File: config.mk
export PLATFORM = sky130hd
export DESIGN_NAME = lsu
export DESIGN_NICKNAME = d
export VERILOG_FILES = /design/src/rtl/lsu.sv
export SDC_FILE = /design/constraint.sdc
export NUM_CORES = 1
export LEC_CHECK = 0
export BUFFER_PORTS_ARGS = -buffer_cell sky130_fd_sc_hd__buf_2
export CORE_MARGIN = 2
export CORE_UTILIZATION = 49
export CTS_CLUSTER_DIAMETER = 50
export CTS_CLUSTER_SIZE = 40
export DETAILED_ROUTE_END_ITERATION = 8
export GPL_TIMING_DRIVEN = 0
export PLACE_DENSITY = 0.8
export SLEW_MARGIN = 0
export SYNTH_ARGS = -nofsm -noshare
export SYNTH_HDL_FRONTEND = slang
export SYNTH_SLANG_ARGS = --single-unit
File: constraint.sdc
create_clock -name clk -period 2.3 [get_ports clk]
set_input_delay 0 -clock clk [delete_from_list [all_inputs] [get_ports clk]]
set_output_delay 0 -clock clk [all_outputs]
set_load 0.005 [all_outputs]
File: src/rtl/lsu.sv
// lsu: multicycle load/store unit for the OTTER memory stage.
// One handshaked bus transaction per request, with misalign/illegal/timeout detection.
module lsu #(
    parameter int TIMEOUT = 255
) (
    input  logic        clk,
    input  logic        rst_n,
    input  logic        start,
    input  logic        is_store,
    input  logic [2:0]  funct3,
    input  logic [31:0] addr,
    input  logic [31:0] wdata,
    output logic        busy,
    output logic        done,
    output logic [1:0]  err,
    output logic [31:0] rdata,
    output logic        mem_req,
    output logic        mem_we,
    output logic [31:0] mem_addr,
    output logic [3:0]  mem_be,
    output logic [31:0] mem_wdata,
    input  logic        mem_gnt,
    input  logic        mem_rvalid,
    input  logic [31:0] mem_rdata
);

    typedef enum logic [1:0] {IDLE, REQ, WAIT, DONE} state_t;

    localparam logic [7:0] TMAX = (TIMEOUT == 0) ? 8'd0 : 8'(TIMEOUT - 1);

    state_t      state, state_nxt;
    logic        st_q;
    logic [2:0]  f3_q;
    logic [1:0]  off_q;
    logic [7:0]  cnt;
    logic        illegal, misal, accept, tmo, to_done, cap;
    logic [1:0]  err_set;
    logic [3:0]  be_d;
    logic [31:0] wd_d, shifted, ext;

    assign accept = (state == IDLE) && start;
    assign tmo    = (TIMEOUT != 0) && (cnt == TMAX);

    always_comb begin
        illegal = 1'b1;
        unique case (funct3)
            3'b000, 3'b001, 3'b010: illegal = 1'b0;
            3'b100, 3'b101:         illegal = is_store;
            default:                illegal = 1'b1;
        endcase
    end

    always_comb begin
        misal = 1'b0;
        be_d  = 4'b1111;
        wd_d  = wdata;
        unique case (funct3[1:0])
            2'b00: begin
                be_d = 4'b0001 << addr[1:0];
                wd_d = {4{wdata[7:0]}};
            end
            2'b01: begin
                misal = addr[0];
                be_d  = 4'b0011 << addr[1:0];
                wd_d  = {2{wdata[15:0]}};
            end
            2'b10: misal = |addr[1:0];
            default: misal = 1'b0;
        endcase
    end

    assign shifted = mem_rdata >> {off_q, 3'b000};

    always_comb begin
        unique case (f3_q)
            3'b000:  ext = {{24{shifted[7]}}, shifted[7:0]};
            3'b100:  ext = {24'd0, shifted[7:0]};
            3'b001:  ext = {{16{shifted[15]}}, shifted[15:0]};
            3'b101:  ext = {16'd0, shifted[15:0]};
            default: ext = shifted;
        endcase
    end

    always_comb begin
        state_nxt = state;
        err_set   = 2'b00;
        to_done   = 1'b0;
        cap       = 1'b0;
        unique case (state)
            IDLE: if (start) begin
                if (illegal) begin
                    state_nxt = DONE;
                    err_set   = 2'b10;
                    to_done   = 1'b1;
                end else if (misal) begin
                    state_nxt = DONE;
                    err_set   = 2'b01;
                    to_done   = 1'b1;
                end else begin
                    state_nxt = REQ;
                end
            end
            REQ: if (mem_gnt) begin
                state_nxt = st_q ? DONE : WAIT;
                to_done   = st_q;
            end else if (tmo) begin
                state_nxt = DONE;
                err_set   = 2'b11;
                to_done   = 1'b1;
            end
            WAIT: if (mem_rvalid) begin
                state_nxt = DONE;
                to_done   = 1'b1;
                cap       = 1'b1;
            end else if (tmo) begin
                state_nxt = DONE;
                err_set   = 2'b11;
                to_done   = 1'b1;
            end
            DONE: state_nxt = IDLE;
            default: state_nxt = IDLE;
        endcase
    end

    assign busy    = (state != IDLE);
    assign done    = (state == DONE);
    assign mem_req = (state == REQ);

    always_ff @(posedge clk or negedge rst_n) begin
        if (!rst_n) begin
            state     <= IDLE;
            st_q      <= 1'b0;
            f3_q      <= 3'd0;
            off_q     <= 2'd0;
            cnt       <= 8'd0;
            err       <= 2'b00;
            rdata     <= 32'd0;
            mem_we    <= 1'b0;
            mem_addr  <= 32'd0;
            mem_be    <= 4'd0;
            mem_wdata <= 32'd0;
        end else begin
            state <= state_nxt;
            if (accept) begin
                st_q  <= is_store;
                f3_q  <= funct3;
                off_q <= addr[1:0];
                cnt   <= 8'd0;
            end else if (state == REQ || state == WAIT) begin
                cnt <= cnt + 8'd1;
            end
            // Bus fields only move when a real transaction is launched.
            if (accept && state_nxt == REQ) begin
                mem_we    <= is_store;
                mem_addr  <= {addr[31:2], 2'b00};
                mem_be    <= be_d;
                mem_wdata <= wd_d;
            end
            if (to_done) err <= err_set;
            if (cap) rdata <= ext;
        end
    end

endmodule

* After elaboration in Yosys (flattened, before gate mapping)
Index checks and enable logic that the tools add are counted.
** Word-level totals
- Logic and storage cells :: 72
- Flip-flop bits (word level) :: 117
** Operators by class
- $add $sub $neg :: 1
- Shift operators :: 3
- Reduce and logical (&&, ||, !) cells :: 12
- Eq/ne operators :: 14
- Muxes and demuxes :: 31
** Operator list (number)
- 32-bit case mux with 4 select lines :: 1
- 32-bit case mux with 2 select lines :: 1
- 32-bit by 5-bit >> shifter with 32-bit output :: 1
- 2-bit two-way mux :: 11
- 8-bit two-way mux :: 2
- 3-bit equality test (second input constant) :: 4
- 1-bit two-way mux :: 10
- 8-bit by 1-bit adder with 8-bit output (second input constant) :: 1
- 8-bit equality test (second input constant) :: 1
- 2-bit case mux with 4 select lines :: 1
- 4-bit case mux with 2 select lines :: 1
- 2-bit by 1-bit equality test with 1-bit output (second input constant) :: 3
- 2-bit equality test (second input constant) :: 3
- 3-bit by 1-bit equality test with 1-bit output (second input constant) :: 2
- 3-bit zero test :: 2
- 2-bit case mux with 3 select lines :: 1
- 2-bit zero test :: 2
- 1-bit case mux with 2 select lines :: 2
- 2-bit nonzero test :: 2
- 2-bit OR reduction :: 2
- 1-bit by 2-bit left shift with 4-bit output (first input constant) :: 1
- 2-bit by 2-bit left shift with 4-bit output (first input constant) :: 1
- 3-bit by 2-bit equality test with 1-bit output (second input constant) :: 1
- 1-bit case mux with 3 select lines :: 1
- other kinds (3) :: 4

* Depth between registers and ports, before layout
Gate-level depths: netlist of the first run.
- Word-level depth :: 8
- Depth in mapped cells :: 10
- Mapped depth without buffers :: 7

* Worst setup path after synthesis of the first run
OpenSTA, ideal clock, no wires.
- Path kind :: flip-flop to flip-flop
- Start :: register state[0]
- End :: register mem_addr[24]
- Required time :: 2.175 ns
- Period minus slack after synthesis :: 2.029 ns
- Slack :: 0.271 ns
- Cell stages (with the launch flop) :: 9
- Data arrival time :: 1.904 ns
- Path through :: dfrtp_1 -> inv_1 -> ha_1 -> nand3_1 -> or3_4 -> nand3b_4 -> buf_4 -> buf_6 -> mux2_2
** Between the ends
- Cells in the longest elaborated chain, start to end :: 5
- Elaborated cells between the ends (all ways) :: 12
- Classes of those cells :: eq/ne: 4; mux: 5; reduce/logical: 3
** RTL lines
- start: declaration :: line 31 : state_t state, state_nxt;
- start signal: assignment :: line 143 : state <= state_nxt;
- 2-bit two-way mux :: line 106, 115
- 2-bit two-way mux (on tied branches) :: line 111, 103
- 2-bit case mux with 4 select lines :: line 89 : unique case (state)
- 2-bit by 1-bit equality test with 1-bit output :: line 153 : if (accept && state_nxt == REQ) begin
- 1-bit logical AND (*) :: line 153
- end signal: assignment :: line 155 : mem_addr <= {addr[31:2], 2'b00};
- end: declaration :: line 19 : output logic [31:0] mem_addr,
Every way passes the cells marked *; elsewhere a longest branch is shown, timed or not.
A chain may end at the register's enable or synchronous reset.

* Worst setup path after layout of the first run
- Start :: register state[1]
- End :: register mem_addr[27]
Same word-level chain as after synthesis.

==> results.json, run 1 <==
{
  "critPathLaunchType": "register",
  "fin_area_um2": 8287,
  "yosysTopAreaCell": "dfrtp_1",
  "synth_cell_type_count": 43,
  "clock_skew_ps": 11.45,
  "syn_avg_cell_area_um2": 10.98,
  "fin_nets": 935,
  "rows": 38,
  "power.density_nw_per_um2": 1250,
  "grt_setup_unrepaired": "no",
  "p_leak_nw": 4.047,
  "r2r_start": "state[1]",
  "async_flop_share_pct": 100.0,
  "reg2reg_slack_ps": 100,
  "reg2reg_depth": 8,
  "grt_pass1_wl_mm": 28.28,
  "antenna_found_initial": 0,
  "place.gp.congestion": 0.9353,
  "synth.area.top_cells": "dfrtp_1 (53%), mux2_2 (8.3%), mux2i_1 (5.0%)",
  "crit_start": "state[1]",
  "ios": 211,
  "seq_area_frac_synth_pct": 52.69,
  "p_total_mw": 10.36,
  "root_buffer": "clkbuf_16",
  "max-cap-violations": 0,
  "min_period_over_period_pct": 95.45,
  "area_growth_pct": 49.13,
  "numCtsBuffers": 17,
  "die_h_um": 110.5,
  "drc": 0,
  "drive_gt1_share_pct": 37.38,
  "synth_edf_count": 0,
  "num_antenna_cells": 0,
  "synthFlopType": "dfrtp_1",
  "min_path_type": "in2reg",
  "cp_max_fo": 10,
  "grt.total_usage_pct": 29.07,
  "ys_seq_elements": 117,
  "final_max_slew_viol_count": 0,
  "clk_path_buf_depth": 2,
  "io_buffers": 208,
  "post_dp_cell_area_um2": 6807,
  "ant_nets": 0,
  "cp.required_ps": 2600,
  "synth_top_area_share_pct": 52.69,
  "avgViaCountPerCell": 5.480,
  "status": "finished clean",
  "die_w_um": 110.5,
  "htreeDepth": 4,
  "slew_headroom_pct": 49.75,
  "hpwl_mm": 11.43,
  "clk_pin_slew_worst_paths_ps": 60,
  "worst-setup-path-type": "reg2reg",
  "period_needed_ps": 2195,
  "fmax_mhz": 455.5,
  "syn_inst": 506,
  "cts_tree": "yes",
  "dr.first_iter.drc_count": 467,
  "setup_viol": 0,
  "hold_viol_final": 0,
  "clock-sinks": 117,
  "r2r-end": "mem_addr[27]",
  "start_util_pct": 50.81,
  "postCtsSetupBuffers": 0,
  "dr.pass1.iters": 4,
  "critPathArrivalTime_ps": 2490,
  "peakVddDrop_v": 0.0006477,
  "critical_path.endpoint_type": "register",
  "ys_warn_count": 0,
  "die_area_um2": 12210,
  "grt.overflow.total": 0,
  "endpoint": "mem_addr[27]",
  "routed_wl_mm": 17.80,
  "clk_latency_ps": 420,
  "wire_per_inst_um": 18.31,
  "vias": 5327,
  "tightest_slew_ps": 753.8,
  "synth_area_um2": 5557,
  "synth_commonest_cells": "dfrtp_1 (117), nand2_1 (59), o21ai_0 (44)",
  "synth.most_common_cell": "dfrtp_1",
  "grt_pass1_vias": 5577,
  "grt_max_degree": 63,
  "coreArea_um2": 10940
}
sequential cells by signal, summed over array words and instances (netlist names):
register,count
mem_wdata,32
rdata,32
mem_addr,30
cnt,8
mem_be,4
f3_q,3
err,2
off_q,2
state,2
mem_we,1
st_q,1
logic make-up after synthesis:
kind of cell	share of synthesized area (%)
AO/OA/AOI/OAI	14.48
XOR/XNOR	0.7881
adder cells (fa/ha/maj)	2.477
buffers and inverters	4.233
flip-flops	52.69
multiplexers	14.97
other	0.06749
AND/OR/NAND/NOR	10.29
critical path, stage by stage (launching register included):
cell and delay, ps:
dfrtp_2 450, inv_1 130, ha_4 180, nand3_1 80
or3_4 360, nand3b_4 130, buf_6 190, buf_6 180
mux2_2 360
final cells by class:
cell class / instances / area (um^2)
Multi-Input combinational cell: 344 / 2414
Timing Repair Buffer: 293 / 1912
Sequential cell: 117 / 2929
Fill cell: 701 / 2649
Buffer: 36 / 202.7
Tap cell: 140 / 175.2
Inverter: 10 / 37.54
Clock buffer: 18 / 439.2
Clock inverter: 14 / 177.7
placed cells by master (no fill, tap or decap), types with 2 or more instances in the layout:
cell type,instances
nand2b_1,3
a22o_1,9
or2_2,2
bufinv_16,3
a211oi_1,8
nor2b_1,8
nor2_1,27
and2_1,10
nand2_1,59
ha_1,10
buf_1,2
nand4_1,4
mux2_2,41
clkinv_4,5
o22ai_1,2
buf_6,5
mux2_1,8
or3_1,3
a21oi_1,31
clkbuf_16,17
o22a_1,16
buf_4,6
a22oi_1,8
o21ai_0,44
clkbuf_1,15
nand3_1,2
xor2_1,4
dlygate4sd3_1,84
buf_2,215
mux2i_1,28
inv_1,9
clkinvlp_4,4
dfrtp_1,116
conb_1,2
through the flow:
step                      setup TNS, ps  cells  hold slack (ps)  setup WS, ps  utilization [%]
after floorplan                       0    507           -295.6         271.3                -
final                                 0    972            26.32         104.6            75.78
after global placement           -11000    855            213.8        -99.90            61.97
after CTS                             0    972            13.47         2.515            75.60
after global routing                  0    972            46.88         33.60            75.78
after detailed placement         -136.6    856            100.2        -25.45            62.24
where the power goes:
group / total (mW) / internal [mW] / switching [mW]
clock network: 2.75 / 1.74 / 1.01
logic: 3.94 / 1.96 / 1.98
registers: 3.67 / 3.06 / 0.614
worst min-delay path by stage:
stage              endpoint  cells after the start          start  slack [ps]
2_1_floorplan        cnt[0]                      0          rst_n        -300
3_3_place_gp   mem_addr[29]                      2       addr[29]         210
3_5_place_dp   mem_addr[22]                      1          rst_n         100
4_1_cts           rdata[10]                      5  mem_rdata[18]          10
5_1_grt           rdata[12]                      5  mem_rdata[20]          50
6_report          rdata[12]                      5  mem_rdata[20]          30
routing by layer:
layer | track usage [%] | vias up | share of wire, %
met2 | 52.19 | 292 | 52
li1 | - | 2403 | -
met3 | 6.037 | 58 | 6.4
met4 | 14.08 | 0 | 3.5
met5 | 0 | - | 0
met1 | 32.84 | 2574 | 38
repair_timing:
action,4_1_cts,5_1_grt
pin swaps,0,0
resized for setup,1,6
hold buffers,84,0
setup endpoints to repair,23,64
hold endpoints to repair,140,0
cloned,0,0
(Power assumes the default switching activity.)
==> inputs of run 2 (changes only) <==
Settings changed: CORE_MARGIN 2 to 4.
==> run 2 against run 1 <==
  * Core utilization is 0.72 points lower
  * Die area up 7.4%
  * Sequential cell count is the same
==> results.json, run 2 (same netlist as run 1, synthesis figures left out) <==
{
  "power.density_nw_per_um2": 1233,
  "clk_path_buf_depth": 2,
  "peakVddDrop_v": 0.0007413,
  "grt.overflow.total": 0,
  "cp_max_fo": 10,
  "ant_nets": 0,
  "coreArea_um2": 10980,
  "tightest_slew_ps": 740.6,
  "clk_pin_slew_worst_paths_ps": 50,
  "p_seq_share_pct": 36.0,
  "worst-setup-path-type": "reg2reg",
  "clk_latency_ps": 410,
  "layout_common_cells": "buf_2 (215), dfrtp_1 (116), dlygate4sd3_1 (84)",
  "cp.required_ps": 2590,
  "p_leak_nw": 4.038,
  "grt_setup_unrepaired": "no",
  "htreeDepth": 4,
  "dr.first_iter.drc_count": 306,
  "ios": 211,
  "fin_area_um2": 8244,
  "root_buffer": "clkbuf_16",
  "power.share.clock_pct": 25.0,
  "fmax_mhz": 451.3,
  "multi_input_area_um2": 2414,
  "dr.pass1.iters": 5,
  "area_growth_pct": 48.37,
  "status": "finished clean",
  "regArea_um2": 2929,
  "grt_max_degree": 62,
  "grt.total_usage_pct": 27.23,
  "cp.buffers_inverters": 3,
  "antenna_found_initial": 0,
  "drc": 0,
  "critical_path.endpoint_type": "register",
  "die_w_um": 114.5,
  "wire_per_inst_um": 18.00,
  "max-cap-violations": 0,
  "finalSetupTns_ps": 0,
  "die_h_um": 114.5,
  "place.gp.congestion": 0.9528,
  "slew_headroom_pct": 50.62,
  "dpl.cell_count": 856,
  "switchingPower_mw": 3.508,
  "fin_cells": 972,
  "min_path_type": "in2reg",
  "drive_gt1_share_pct": 37.06,
  "min_period_over_period_pct": 96.33,
  "cts_tree": "yes",
  "clock_skew_ps": 7.159,
  "max_stage_delay_ps": 450,
  "start_util_pct": 50.59,
  "final_common_cell": "buf_2",
  "swShare_pct": 34.53,
  "hold_viol_final": 0,
  "nFillCells": 734,
  "p_int_mw": 6.653,
  "setup_viol": 0,
  "p_comb_share_pct": 39.0,
  "critPathArrivalTime_ps": 2510,
  "clock-sinks": 117,
  "io_buffers": 208,
  "hpwl_mm": 11.80,
  "crit_top_cell": "buf_6",
  "reg_top3": "mem_wdata (32), rdata (32), mem_addr (30)",
  "vias": 5210,
  "numCtsBuffers": 17,
  "post_dp_cell_area_um2": 6807,
  "grt_pass1_wl_mm": 27.99,
  "crit_chain": "inv_1 -> ha_4 -> nand3_1 -> or3_4 -> nand3b_4 -> buf_6 -> buf_6 -> mux2_2",
  "grt_pass1_vias": 5670,
  "period_needed_ps": 2216,
  "routed_wl_mm": 17.50,
  "holdWs_ps": 26.41,
  "crit_slowest_cell": "dfrtp_2",
  "critPathLaunchType": "register",
  "final_max_slew_viol_count": 0,
  "fin_nets": 935,
  "die_area_um2": 13110,
  "avgViaCountPerCell": 5.360,
  "crit_family": "simple AND/OR/NAND/NOR gates",
  "rows": 38
}
==> run 2: path summary, 6_finish.rpt <==
path	start	to	slack, ps	depth (start not counted)
min	mem_rdata[23]	rdata[23]	30	4
max	state[1]	mem_addr[26]	80	8
min reg2reg	mem_wdata[28]	mem_wdata[28]	470	2
max in group asynchronous	rst_n	state[1]	1340	3
min in group asynchronous	rst_n	mem_addr[22]	200	2
max reg2reg	state[1]	mem_addr[26]	80	8
==> run 2: layer usage <==
layer / wire length, um / vias to the layer above / GRT usage (%)
met5: 0 / - / 0
met4: 479 / 0 / 11.88
met3: 1400 / 48 / 8.351
met2: 8796 / 245 / 45.91
met1: 6819 / 2514 / 32.03
li1: - / 2403 / -
==> run 2: what timing repair did <==
item,CTS,global route
setup buffers,0,1
pin swaps,0,0
endpoints found under the setup margin,25,47
gates resized for setup,2,5
hold endpoints to repair,144,0
hold buffers,84,0
==> run 2: metrics by stage <==
step	total power, mW	setup WS [ps]	utilization (%)
CTS	10.09	20.29	74.86
global placement	7.195	-112.2	61.70
finish	10.16	84.36	75.06
detailed placement	7.392	-56.30	61.97
floorplan	5.686	271.3	-
global route	10.84	12.59	75.04
==> run 2: cell type report <==
cell class	count	share of cell area, %
flip-flops and latches	117	35.53
multi-input cells	344	29.28
repair buffers	294	23.28
clock buffers	22	5.631
plain buffers	35	2.413
well taps	140	2.125
clock inverters	9	1.260
inverters	10	0.4553
diodes	1	0.03035
==> run 2: worst min-delay path, stage by stage <==
cell and delay, ps:
buf_2 110, mux2i_1 70, nor2_1 100, o22a_1 120
==> run 2: power groups by stage <==
stage                     clock (mW)  sequential, mW  combinational (mW)
after floorplan                    0            3.66                2.02
after global placement             0            3.57                3.63
after detailed placement           0            3.64                3.75
after CTS                       2.58            3.62                3.89
after global routing            2.69            3.75                4.39
final                           2.54            3.65                3.97
